--- src/rtl/ofdmbbp_rx_capture_pkg.sv ---
// Shared definitions for the OFDM BBP RX capture block: command word layout,
// mode codes, FSM state encodings and the buffered sample format.
package ofdmbbp_rx_capture_pkg;

   localparam int unsigned CMD_LEN_LSB   = 0;
   localparam int unsigned CMD_LEN_W     = 8;
   localparam int unsigned CMD_MODE_LSB  = 8;
   localparam int unsigned CMD_MODE_W    = 2;
   localparam int unsigned CMD_PAUSE_LSB = 10;
   localparam int unsigned CMD_PAUSE_W   = 22;
   localparam int unsigned SAMPLE_W      = 16;
   localparam int unsigned MAG_W         = 17;

   localparam logic [1:0] MODE_CH0  = 2'd0;
   localparam logic [1:0] MODE_CH1  = 2'd1;
   localparam logic [1:0] MODE_TRIG = 2'd2;
   localparam logic [1:0] MODE_RSVD = 2'd3;

   localparam logic [1:0] ST_IDLE    = 2'd0;
   localparam logic [1:0] ST_HOLDOFF = 2'd1;
   localparam logic [1:0] ST_TRIG    = 2'd2;
   localparam logic [1:0] ST_CAPTURE = 2'd3;

   typedef struct packed {
      logic                last;
      logic [SAMPLE_W-1:0] q;
      logic [SAMPLE_W-1:0] i;
   } sample_t;

   // |I|+|Q| widened so that |-32768| = 32768 and the sum cannot wrap
   function automatic logic [MAG_W-1:0] iq_mag(input logic [SAMPLE_W-1:0] i,
                                               input logic [SAMPLE_W-1:0] q);
      logic [MAG_W-1:0] a_i;
      logic [MAG_W-1:0] a_q;
      a_i = i[SAMPLE_W-1] ? (MAG_W'(0) - {i[SAMPLE_W-1], i}) : {1'b0, i};
      a_q = q[SAMPLE_W-1] ? (MAG_W'(0) - {q[SAMPLE_W-1], q}) : {1'b0, q};
      return a_i + a_q;
   endfunction

endpackage

--- src/rtl/ofdmbbp_sfifo.sv ---
// Single-clock first-word-fall-through FIFO; a write into a full FIFO is
// accepted only when a read retires an entry in the same cycle.
module ofdmbbp_sfifo #(
   parameter int unsigned WIDTH      = 33,
   parameter int unsigned ADDR_WIDTH = 5
) (
   input  logic             clk,
   input  logic             rst,
   input  logic             i_wr_en,
   input  logic [WIDTH-1:0] i_wr_data,
   input  logic             i_rd_en,
   output logic [WIDTH-1:0] o_rd_data,
   output logic             o_empty,
   output logic             o_full,
   output logic             o_empty_nxt_c
);

   localparam int unsigned DEPTH = 2 ** ADDR_WIDTH;
   localparam int unsigned CNT_W = ADDR_WIDTH + 1;

   logic [WIDTH-1:0]      r_mem [DEPTH];
   logic [ADDR_WIDTH-1:0] r_wr_ptr;
   logic [ADDR_WIDTH-1:0] r_rd_ptr;
   logic [CNT_W-1:0]      r_count;
   logic                  r_empty;
   logic                  r_full;
   logic                  w_wr;
   logic                  w_rd;
   logic [CNT_W-1:0]      w_count_nxt;

   assign w_rd        = i_rd_en && !r_empty;
   assign w_wr        = i_wr_en && (!r_full || w_rd);
   assign w_count_nxt = r_count + CNT_W'(w_wr) - CNT_W'(w_rd);

   assign o_rd_data     = r_empty ? '0 : r_mem[r_rd_ptr];
   assign o_empty       = r_empty;
   assign o_full        = r_full;
   assign o_empty_nxt_c = (w_count_nxt == '0);

   always_ff @(posedge clk) begin
      if (rst) begin
         r_wr_ptr <= '0;
         r_rd_ptr <= '0;
         r_count  <= '0;
         r_empty  <= 1'b1;
         r_full   <= 1'b0;
      end else begin
         if (w_wr) r_wr_ptr <= r_wr_ptr + ADDR_WIDTH'(1);
         if (w_rd) r_rd_ptr <= r_rd_ptr + ADDR_WIDTH'(1);
         r_count <= w_count_nxt;
         r_empty <= (w_count_nxt == '0);
         r_full  <= (w_count_nxt == CNT_W'(DEPTH));
      end
   end

   // Storage carries no reset; the read port is masked while empty
   always_ff @(posedge clk) begin
      if (w_wr) r_mem[r_wr_ptr] <= i_wr_data;
   end

endmodule

--- src/rtl/ofdmbbp_rx_capture.sv ---
// RX capture: command-driven ADC I/Q capture (holdoff, magnitude trigger,
// fixed-length capture) feeding a FWFT sample buffer with overflow accounting.
module ofdmbbp_rx_capture
   import ofdmbbp_rx_capture_pkg::*;
#(
   parameter int unsigned FIFO_ADDR_WIDTH = 5,
   parameter int unsigned DROP_CNT_WIDTH  = 16
) (
   input  logic                      clk,
   input  logic                      rst,
   input  logic                      adc_valid_i0,
   input  logic [15:0]               adc_data_i0,
   input  logic [15:0]               adc_data_q0,
   input  logic                      adc_valid_i1,
   input  logic [15:0]               adc_data_i1,
   input  logic [15:0]               adc_data_q1,
   input  logic                      cmd_valid,
   output logic                      cmd_ready,
   input  logic [31:0]               cmd_bits,
   input  logic [16:0]               trig_level,
   output logic                      dout_valid,
   input  logic                      dout_ready,
   output logic [31:0]               dout_bits,
   output logic                      dout_last,
   output logic                      busy,
   output logic                      ovf,
   input  logic                      ovf_clr,
   output logic [DROP_CNT_WIDTH-1:0] drop_count
);

   logic [1:0]                r_state;
   logic [CMD_MODE_W-1:0]     r_mode;
   logic [CMD_LEN_W-1:0]      r_len;
   logic [CMD_PAUSE_W-1:0]    r_pause;
   logic [CMD_PAUSE_W-1:0]    r_cnt;
   logic                      r_cmd_ready;
   logic                      r_s_valid;
   sample_t                   r_s_word;
   logic                      r_busy;
   logic                      r_ovf;
   logic [DROP_CNT_WIDTH-1:0] r_drop_cnt;

   logic [1:0]                w_state_nxt;
   logic [CMD_PAUSE_W-1:0]    w_cnt_nxt;
   logic                      w_push;
   logic                      w_last;
   logic                      w_cmd_accept;
   logic [CMD_MODE_W-1:0]     w_cmd_mode;
   logic [CMD_LEN_W-1:0]      w_cmd_len;
   logic [CMD_PAUSE_W-1:0]    w_cmd_pause;
   logic                      w_sel_valid;
   logic [SAMPLE_W-1:0]       w_sel_i;
   logic [SAMPLE_W-1:0]       w_sel_q;
   logic [MAG_W-1:0]          w_mag;
   sample_t                   w_rd_word;
   logic                      w_fifo_empty;
   logic                      w_fifo_full;
   logic                      w_fifo_empty_nxt;
   logic                      w_pop;
   logic                      w_drop;

   assign w_cmd_accept = cmd_valid && r_cmd_ready;
   assign w_cmd_mode   = cmd_bits[CMD_MODE_LSB +: CMD_MODE_W];
   assign w_cmd_len    = cmd_bits[CMD_LEN_LSB +: CMD_LEN_W];
   assign w_cmd_pause  = cmd_bits[CMD_PAUSE_LSB +: CMD_PAUSE_W];

   // Channel 1 only in mode 1; triggered capture watches channel 0
   always_comb begin
      w_sel_valid = adc_valid_i0;
      w_sel_i     = adc_data_i0;
      w_sel_q     = adc_data_q0;
      case (r_mode)
         MODE_CH1: begin
            w_sel_valid = adc_valid_i1;
            w_sel_i     = adc_data_i1;
            w_sel_q     = adc_data_q1;
         end
         MODE_CH0, MODE_TRIG: ;
         default: ;
      endcase
   end

   assign w_mag = iq_mag(w_sel_i, w_sel_q);

   always_comb begin
      w_state_nxt = r_state;
      w_cnt_nxt   = r_cnt;
      w_push      = 1'b0;
      w_last      = 1'b0;
      case (r_state)
         ST_IDLE: begin
            if (w_cmd_accept) begin
               w_cnt_nxt = '0;
               if (w_cmd_mode == MODE_RSVD)       w_state_nxt = ST_IDLE;
               else if (w_cmd_pause != '0)        w_state_nxt = ST_HOLDOFF;
               else if (w_cmd_mode == MODE_TRIG)  w_state_nxt = ST_TRIG;
               else                               w_state_nxt = ST_CAPTURE;
            end
         end
         ST_HOLDOFF: begin
            if (w_sel_valid) begin
               if (r_cnt == r_pause - CMD_PAUSE_W'(1)) begin
                  w_cnt_nxt   = '0;
                  w_state_nxt = (r_mode == MODE_TRIG) ? ST_TRIG : ST_CAPTURE;
               end else begin
                  w_cnt_nxt = r_cnt + CMD_PAUSE_W'(1);
               end
            end
         end
         ST_TRIG: begin
            // The triggering sample is itself sample #1 of the capture
            if (w_sel_valid && (w_mag >= trig_level)) begin
               w_push = 1'b1;
               if (r_len == '0) begin
                  w_last      = 1'b1;
                  w_state_nxt = ST_IDLE;
               end else begin
                  w_cnt_nxt   = CMD_PAUSE_W'(1);
                  w_state_nxt = ST_CAPTURE;
               end
            end
         end
         ST_CAPTURE: begin
            if (w_sel_valid) begin
               w_push = 1'b1;
               if (r_cnt == CMD_PAUSE_W'(r_len)) begin
                  w_last      = 1'b1;
                  w_state_nxt = ST_IDLE;
               end else begin
                  w_cnt_nxt = r_cnt + CMD_PAUSE_W'(1);
               end
            end
         end
         default: w_state_nxt = ST_IDLE;
      endcase
   end

   always_ff @(posedge clk) begin
      if (rst) begin
         r_state     <= ST_IDLE;
         r_mode      <= MODE_CH0;
         r_len       <= '0;
         r_pause     <= '0;
         r_cnt       <= '0;
         r_cmd_ready <= 1'b1;
         r_s_valid   <= 1'b0;
         r_s_word    <= '0;
      end else begin
         r_state     <= w_state_nxt;
         r_cnt       <= w_cnt_nxt;
         r_cmd_ready <= (w_state_nxt == ST_IDLE);
         r_s_valid   <= w_push;
         if (w_cmd_accept) begin
            r_mode  <= w_cmd_mode;
            r_len   <= w_cmd_len;
            r_pause <= w_cmd_pause;
         end
         if (w_push) r_s_word <= '{last: w_last, q: w_sel_q, i: w_sel_i};
      end
   end

   ofdmbbp_sfifo #(
      .WIDTH      ($bits(sample_t)),
      .ADDR_WIDTH (FIFO_ADDR_WIDTH)
   ) u_buf (
      .clk           (clk),
      .rst           (rst),
      .i_wr_en       (r_s_valid),
      .i_wr_data     (r_s_word),
      .i_rd_en       (dout_ready),
      .o_rd_data     (w_rd_word),
      .o_empty       (w_fifo_empty),
      .o_full        (w_fifo_full),
      .o_empty_nxt_c (w_fifo_empty_nxt)
   );

   assign w_pop  = !w_fifo_empty && dout_ready;
   assign w_drop = r_s_valid && w_fifo_full && !w_pop;

   // A drop in the same cycle as ovf_clr restarts the count at one
   always_ff @(posedge clk) begin
      if (rst) begin
         r_busy     <= 1'b0;
         r_ovf      <= 1'b0;
         r_drop_cnt <= '0;
      end else begin
         r_busy <= (w_state_nxt != ST_IDLE) || w_push || !w_fifo_empty_nxt;
         if (w_drop) begin
            r_ovf <= 1'b1;
            if (ovf_clr)                r_drop_cnt <= DROP_CNT_WIDTH'(1);
            else if (r_drop_cnt != '1)  r_drop_cnt <= r_drop_cnt + DROP_CNT_WIDTH'(1);
         end else if (ovf_clr) begin
            r_ovf      <= 1'b0;
            r_drop_cnt <= '0;
         end
      end
   end

   assign cmd_ready  = r_cmd_ready;
   assign dout_valid = !w_fifo_empty;
   assign dout_bits  = {w_rd_word.q, w_rd_word.i};
   assign dout_last  = w_rd_word.last;
   assign busy       = r_busy;
   assign ovf        = r_ovf;
   assign drop_count = r_drop_cnt;

endmodule

--- config.mk ---
export PLATFORM = sky130hd
export DESIGN_NAME = ofdmbbp_rx_capture
export DESIGN_NICKNAME = d
export VERILOG_FILES = /design/src/rtl/ofdmbbp_rx_capture_pkg.sv /design/src/rtl/ofdmbbp_sfifo.sv /design/src/rtl/ofdmbbp_rx_capture.sv
export SDC_FILE = /design/constraint.sdc
export NUM_CORES = 1
export LEC_CHECK = 0
export BUFFER_PORTS_ARGS = -buffer_cell sky130_fd_sc_hd__buf_4
export CORE_ASPECT_RATIO = 0.9
export CORE_MARGIN = 2
export CORE_UTILIZATION = 60
export DETAILED_ROUTE_END_ITERATION = 8
export PLACE_DENSITY = 0.79
export RECOVER_POWER = 100
export SLEW_MARGIN = 40
export SYNTH_ARGS = -nofsm -noshare
export SYNTH_HDL_FRONTEND = slang
export SYNTH_SLANG_ARGS = --single-unit
--- constraint.sdc ---
create_clock -name clk -period 7.96 [get_ports clk]
set_clock_uncertainty 0.05 [all_clocks]
set_input_delay 0.796 -clock clk [delete_from_list [all_inputs] [get_ports clk]]
set_output_delay 0.796 -clock clk [all_outputs]
set_load 0.05 [all_outputs]
==> results_dict.tcl, run 1 <==
set metrics [dict create \
    grt_start_max_net_pins 90 \
    final_number_of_hold_violating_endpoints 0 \
    maxUsedRoutingLayer "met5" \
    number_of_buffer_and_inverter_instances_along_the_worst_setup_path 3 \
    critical_path.top_delay_family "buffers and inverters" \
    synth_enable_flop_cells 1056 \
    drtIter0Drc 3405 \
    worstSetupEndpointType "output port" \
    cts_setup_buffers 0 \
    synth-seq-cells 1188 \
    hold-worst-slack_ps 314 \
    filler_cell_count 5016 \
    timing.critical_path.cells "clkbuf_4 -> buf_16 -> mux4_2 -> mux4_2 -> mux2i_1 -> nor2_1 -> buf_4" \
    grt_overflow 0 \
    synthCells 2635 \
    clk_pin_slew_ps 70 \
    crit_path_max_fanout 89 \
    clock_root_buffer "sky130_fd_sc_hd__clkbuf_16" \
    async_reset_ff_share_pct 0 \
    grt_antenna_before_repair 1 \
    net-switching-power_w 0.00370 \
    detail_route.first_pass.iterations 5 \
    combinationalPowerShare_pct 15.6 \
    worstHoldPathType "in2reg" \
    power.share.clock_pct 37.0 \
    htreeDepth 3 \
    coreArea_um2 79700 \
    critPathMaxStageDelay_ps 2010 \
    design.portCount 173 \
    layout_setup_ws_ps 532 \
    slew-limit-headroom_pct -130 \
    grt_pass1_vias 27000 \
    synth_nets 2805 \
    post_route_cells_drive_above_1_share_pct 23.4 \
    dr_wl_met2_um 63200 \
    standard_cell_rows 98 \
    postRouteAntennaNets 0 \
    power.sequential.fraction_pct 47.4 \
    slew_viol_final 1372 \
    yosys_warnings 0 \
    starting_density_pct 60.8 \
    layout_commonest_cell "sky130_fd_sc_hd__edfxtp_1" \
    dp_worst_setup_slack_ps 1150 \
    grt_setup_unrepaired "false" \
    avgViaCountPerCell 6.69 \
    post-route-drc-count 0 \
    avgSynthCellArea_um2 18.4 \
    clock_latency_on_the_worst_skew_pair_ps 690 \
    dr_total_vias 26700 \
    min_clock_period_post_route_ps 7430 \
    wirelength_met1_um 45600 \
    clock_tree_from_tritoncts "built" \
    cap_violations 49 \
    hold_buffers 0 \
    die_height_um 274 \
    cts_sinks 1188 \
    failed_checks "capacitance limit, slew limit" \
    cts_resized 0 \
    power_density_nw_per_um2 263 \
    cp_common_cell "sky130_fd_sc_hd__mux4_2" \
    finalNetCount 3009 \
    synth_top_flop_cell "sky130_fd_sc_hd__edfxtp_1" \
    aggregate_negative_setup_slack_ps 0 \
    internal_power_w 0.0106 \
    half_perimeter_wire_length_after_detailed_placement_um 67500 \
    drt_wl_total_um 123000 \
    globalplace.congestion 0.887 \
    critical_path_start_type "register" \
    switching_share_pct 25.8 \
    clock_path_buffers 3 \
    reg2reg_from "r_mode[0]" \
    timing.final.setup_violations 0 \
    ir_worst_vdd_mv 0.268 \
    port_buffers 172 \
    critPathSlowestCell "sky130_fd_sc_hd__dfxtp_1" \
    wl_per_cell_um 30.9 \
    first_pass_grt_wire_length_um 180000 \
    die_area_um2 83100 \
    leading_cell_types_in_the_layout_fill_and_taps_excluded "1,056 x sky130_fd_sc_hd__edfxtp_1, 330 x sky130_fd_sc_hd__mux4_2, 172 x sky130_fd_sc_hd__nor2_1" \
    number_of_cts_inserted_buffers 111 \
    dr_wl_met3_um 10600 \
    total_leakage_power_nw 19.2 \
    synth.lib_cells_used.distinct 69 \
    areaGrowthSynthToFinish_pct 12.5 \
    seq_area_frac_synth_pct 70.8 \
    critical_path_class "reg2out" \
    timing.final.crit_share_pct 93.3 \
    tightestPinTransition_ps 3440 \
    outcome "finished, violations left" \
    post_synth_instance_area_um2 48500 \
    die-width_um 304 \
    layout.core_utilization_pct 68.4 \
    grtUsageTotal_pct 29.8 \
    max_freq_mhz 135 \
    worst-endpoint-required_ps 7110 \
    hp-start "cmd_bits[22]" \
    cp_data_arrival_time_ps 6580 \
]
==> routing by layer <==
| metal | GRT usage [%] | vias up |
|---|---|---|
| li1 | - | 11000 |
| met1 | 39.7 | 13900 |
| met2 | 51.8 | 1563 |
| met3 | 4.89 | 239 |
| met4 | 8.34 | 2 |
| met5 | 0 | - |
==> worst reg2reg max path: stages, from the launching register on <==
cell                        delay, ps
sky130_fd_sc_hd__dfxtp_1          400
sky130_fd_sc_hd__nor2b_4          540
sky130_fd_sc_hd__buf_4            400
sky130_fd_sc_hd__mux2i_1          410
sky130_fd_sc_hd__and4b_1          330
sky130_fd_sc_hd__o2111ai_1        260
sky130_fd_sc_hd__nor4bb_1         520
sky130_fd_sc_hd__nand2_1          130
sky130_fd_sc_hd__nand2_1          110
sky130_fd_sc_hd__xor2_1            80
sky130_fd_sc_hd__ha_1             420
sky130_fd_sc_hd__nand2_1           70
sky130_fd_sc_hd__o41ai_1          500
sky130_fd_sc_hd__xor2_1           140
sky130_fd_sc_hd__ha_1             350
sky130_fd_sc_hd__nand4_1          100
sky130_fd_sc_hd__nor4_1           210
sky130_fd_sc_hd__o221ai_1         220
sky130_fd_sc_hd__nand2_1          150
sky130_fd_sc_hd__o2111ai_1        420
sky130_fd_sc_hd__nor2_1           220
sky130_fd_sc_hd__or4b_2           600
sky130_fd_sc_hd__a31oi_1          190
==> layout make-up <==
type	count	area, um^2	share of cell area (%)
diodes	1	2.50	0.00459
clock buffers	133	2940	5.39
inverters	58	218	0.399
multi-input cells	1255	13500	24.8
clock inverters	72	696	1.28
flip-flops and latches	1188	34400	63.0
repair buffers	225	1450	2.65
well taps	1050	1310	2.41
==> logic make-up (layout without fill, tap and decap cells) <==
| logic type | Yosys count | count (layout) | synth area share, % |
|---|---|---|---|
| XOR/XNOR | 113 | 113 | 2.04 |
| flip-flops | 1188 | 1188 | 70.8 |
| other | 0 | 1 | 0 |
| AO/OA/AOI/OAI | 198 | 198 | 2.62 |
| AND/OR/NAND/NOR | 490 | 490 | 4.77 |
| multiplexers | 404 | 404 | 16.9 |
| adder cells (fa/ha/maj) | 50 | 50 | 1.32 |
| buffers and inverters | 192 | 488 | 1.54 |
==> power by group through the flow <==
stage          clock, W  sequential [W]  combinational, W
6_report        0.00531         0.00679           0.00223
3_5_place_dp          0         0.00693           0.00226
5_1_grt         0.00556         0.00680           0.00239
4_1_cts         0.00536         0.00680           0.00229
2_1_floorplan         0         0.00688           0.00168
3_3_place_gp          0         0.00695           0.00219
==> cells in the mapped netlist, drive strengths merged, types with 9 or more instances <==
cell type  count  area [um^2]
mux2i         73          731
xor2          34          298
nand2        116          435
or4            9         71.3
nor2         191          717
nand4         19          119
a211oi        36          270
xnor2         79          692
mux4         330         7430
nor4          16          106
buf           39          173
o21ai         25          125
clkbuf        95          357
edfxtp      1056        31700
dfxtp        132         2640
nor2b         12         75.1
inv           58          218
nor3          39          200
or3           13         81.3
nand3         22          110
ha            48          601
a21oi         76          380
==> registers in the layout, indices dropped and copies added, names as in the netlist, 2 cells and up, named ones only <==
register / cells
r_pause: 22
r_cnt: 22
r_state: 2
drop_count: 16
r_mode: 2
u_buf.r_wr_ptr: 5
u_buf.r_count: 6
u_buf.r_mem: 1056
u_buf.r_rd_ptr: 5
r_len: 8
r_s_word: 33
==> path summary, 6_finish.rpt <==
path,to,slack (ps),depth (start not counted)
max,dout_bits[0],530,7
min,r_pause[12],310,3
max reg2reg,r_cnt[18],1050,22
min reg2reg,ovf,420,2
==> stage by stage <==
step                      std cells  total power (W)  cell area, um^2
after global placement         3774          0.00914            51300
after CTS                      3981           0.0144            55000
after global routing           3981           0.0148            54500
after detailed placement       3776          0.00919            51400
after floorplan                2635          0.00857            48500
final                          3982           0.0143            54500
Power figures use the tool's default switching activity.
==> run 2, diff against run 1 <==
--- a/config.mk
+++ b/config.mk
@@ -9,6 +9,7 @@
 export CORE_ASPECT_RATIO = 0.9
 export CORE_MARGIN = 2
 export CORE_UTILIZATION = 60
+export CTS_BUF_LIST = sky130_fd_sc_hd__clkbuf_8
 export DETAILED_ROUTE_END_ITERATION = 8
 export PLACE_DENSITY = 0.79
 export RECOVER_POWER = 100
==> results_dict.tcl, run 2 (same netlist as run 1, synthesis figures left out) <==
set metrics [dict create \
    clk_pin_slew_ps 60 \
    die-width_um 304 \
    clock_path_buffers 3 \
    design.portCount 173 \
    critical_path_start_type "register" \
    r2r-end "r_cnt[18]" \
    hold_buffers 0 \
    avgViaCountPerCell 6.42 \
    cp_data_arrival_time_ps 6170 \
    max_freq_mhz 143 \
    timing.final.setup_violations 0 \
    finalNetCount 3075 \
    reg2reg_setup_slack_ps 1030 \
    grt_antenna_before_repair 3 \
    layout_commonest_cell "sky130_fd_sc_hd__edfxtp_1" \
    aggregate_negative_setup_slack_ps 0 \
    postRouteAntennaNets 0 \
    clock_tree_from_tritoncts "built" \
    final-seq-area_um2 34400 \
    port_buffers 172 \
    worstHoldPathType "in2reg" \
    wl_per_cell_um 28.3 \
    slew_viol_final 1338 \
    clock_latency_on_the_worst_skew_pair_ps 850 \
    holdPathStages 3 \
    cts_setup_buffers 0 \
    leading_cell_types_in_the_layout_fill_and_taps_excluded "1,056 x sky130_fd_sc_hd__edfxtp_1, 330 x sky130_fd_sc_hd__mux4_2, 183 x sky130_fd_sc_hd__clkbuf_8" \
    cp_common_cell "sky130_fd_sc_hd__mux4_2" \
    timing.reg2reg.worst_path_depth 22 \
    worstSetupEndpointType "output port" \
    half_perimeter_wire_length_after_detailed_placement_um 67500 \
    final_number_of_hold_violating_endpoints 0 \
    slew-limit-headroom_pct -129 \
    htreeDepth 4 \
    starting_density_pct 60.8 \
    critPathMaxStageDelay_ps 2080 \
    crit_path_max_fanout 51 \
    worst-endpoint-required_ps 7110 \
    largest_registers "u_buf.r_mem x1056, r_s_word x33" \
    final_area_um2 54200 \
    timing.final.crit_share_pct 88.1 \
    cts_sinks 1188 \
    globalplace.congestion 0.887 \
    hp-start "cmd_bits[22]" \
    grtUsageTotal_pct 28.4 \
    die_area_um2 83100 \
    standard_cell_rows 98 \
    clock_root_buffer "sky130_fd_sc_hd__clkbuf_8" \
    multi_input_comb_area_um2 13500 \
    reg2reg_from "r_mode[0]" \
    number_of_cts_inserted_buffers 176 \
    largest_register_ff_count 1056 \
    drt_wl_total_um 116000 \
    cts_resized 0 \
    areaGrowthSynthToFinish_pct 11.8 \
    failed_checks "capacitance limit, slew limit" \
    post-route-drc-count 0 \
    ir_worst_vdd_mv 0.197 \
    grt_start_max_net_pins 90 \
    worst_hold_path_endpoint "r_pause[12]" \
    power_density_nw_per_um2 252 \
    regMostFlops "u_buf.r_mem" \
    detail_route.first_pass.iterations 5 \
    die_height_um 274 \
    dr_total_vias 26300 \
    coreArea_um2 79700 \
    grt_overflow 0 \
    cap_violations 48 \
    total_leakage_power_nw 19.3 \
    drtIter0Drc 3262 \
    timing.critical_path.cells "clkbuf_2 -> mux4_2 -> mux4_2 -> mux2i_1 -> nor2_1 -> clkbuf_1" \
    first_pass_grt_wire_length_um 171000 \
    filler_cell_count 5070 \
    grt_pass1_vias 27100 \
    critical_path_class "reg2out" \
    min_clock_period_post_route_ps 7010 \
    tightestPinTransition_ps 3430 \
    critPathSlowestCell "sky130_fd_sc_hd__dfxtp_1" \
    hold-worst-slack_ps 164 \
    outcome "finished, violations left" \
    post_route_cells_drive_above_1_share_pct 24.4 \
    place_area_um2 51400 \
    grt_setup_unrepaired "false" \
]
[run 2: changes by cell type in the layout (fill, tap and decap cells not counted), moves of 3 or more]
cell	previous run	this run
sky130_fd_sc_hd__clkbuf_8	6	183
sky130_fd_sc_hd__buf_4	133	130
sky130_fd_sc_hd__bufinv_16	10	4
sky130_fd_sc_hd__clkinv_4	4	0
sky130_fd_sc_hd__inv_8	0	4
sky130_fd_sc_hd__inv_1	58	100
sky130_fd_sc_hd__clkbuf_16	112	0
sky130_fd_sc_hd__clkbuf_1	99	86
sky130_fd_sc_hd__clkinv_1	19	53
[run 2: per-layer routing]
metal / wire length [um] / GRT usage (%) / vias up
li1: - / - / 11200
met5: 23 / 0 / -
met4: 3100 / 8.94 / 4
met1: 44800 / 38.9 / 13600
met3: 10100 / 4.96 / 192
met2: 58300 / 47.3 / 1363
[run 2: worst max-delay path by stage]
stage,startpoint,end,slack (ps),depth (start not counted)
after floorplan,r_mode[0],r_cnt[18],1820,26
after global placement,r_mode[1],r_cnt[18],1390,20
after detailed placement,r_mode[0],r_cnt[18],1150,22
after CTS,r_mode[0],r_cnt[18],1140,22
after global routing,r_mode[0],r_cnt[18],460,22
final,register,dout_bits[24],950,6
[run 2: worst max-delay path, delay by kind of cell (launching register included)]
| kind | cells | cell delay [ps] |
|---|---|---|
| multiplexers | 3 | 1350 |
| AND/OR/NAND/NOR | 1 | 100 |
| buffers and inverters | 2 | 1770 |
| flip-flops | 1 | 2080 |
[run 2: power by group]
| part | internal [W] | switching [W] | total [W] |
|---|---|---|---|
| clock network | 0.00229 | 0.00234 | 0.00463 |
| registers | 0.00672 | 0.0000739 | 0.00680 |
| logic | 0.000945 | 0.00128 | 0.00222 |
[run 2: cell type report]
| type | count | area share (%) |
|---|---|---|
| antenna | 1 | 0.00461 |
| clock buffer | 183 | 4.64 |
| clock inverter | 142 | 1.44 |
| inverter | 58 | 0.401 |
| multi-input combinational | 1255 | 25.0 |
| sequential | 1188 | 63.4 |
| tap | 1050 | 2.42 |
| timing repair buffer | 226 | 2.73 |
[run 2: through the flow]
stage	worst slack, ps	instances	power, W	util (%)
final	947	4103	0.0136	68.0
after global routing	464	4103	0.0141	68.0
after CTS	1140	4101	0.0138	68.6
after detailed placement	1150	3776	0.00919	64.4
after global placement	1390	3774	0.00914	64.3
after floorplan	1820	2635	0.00857	-
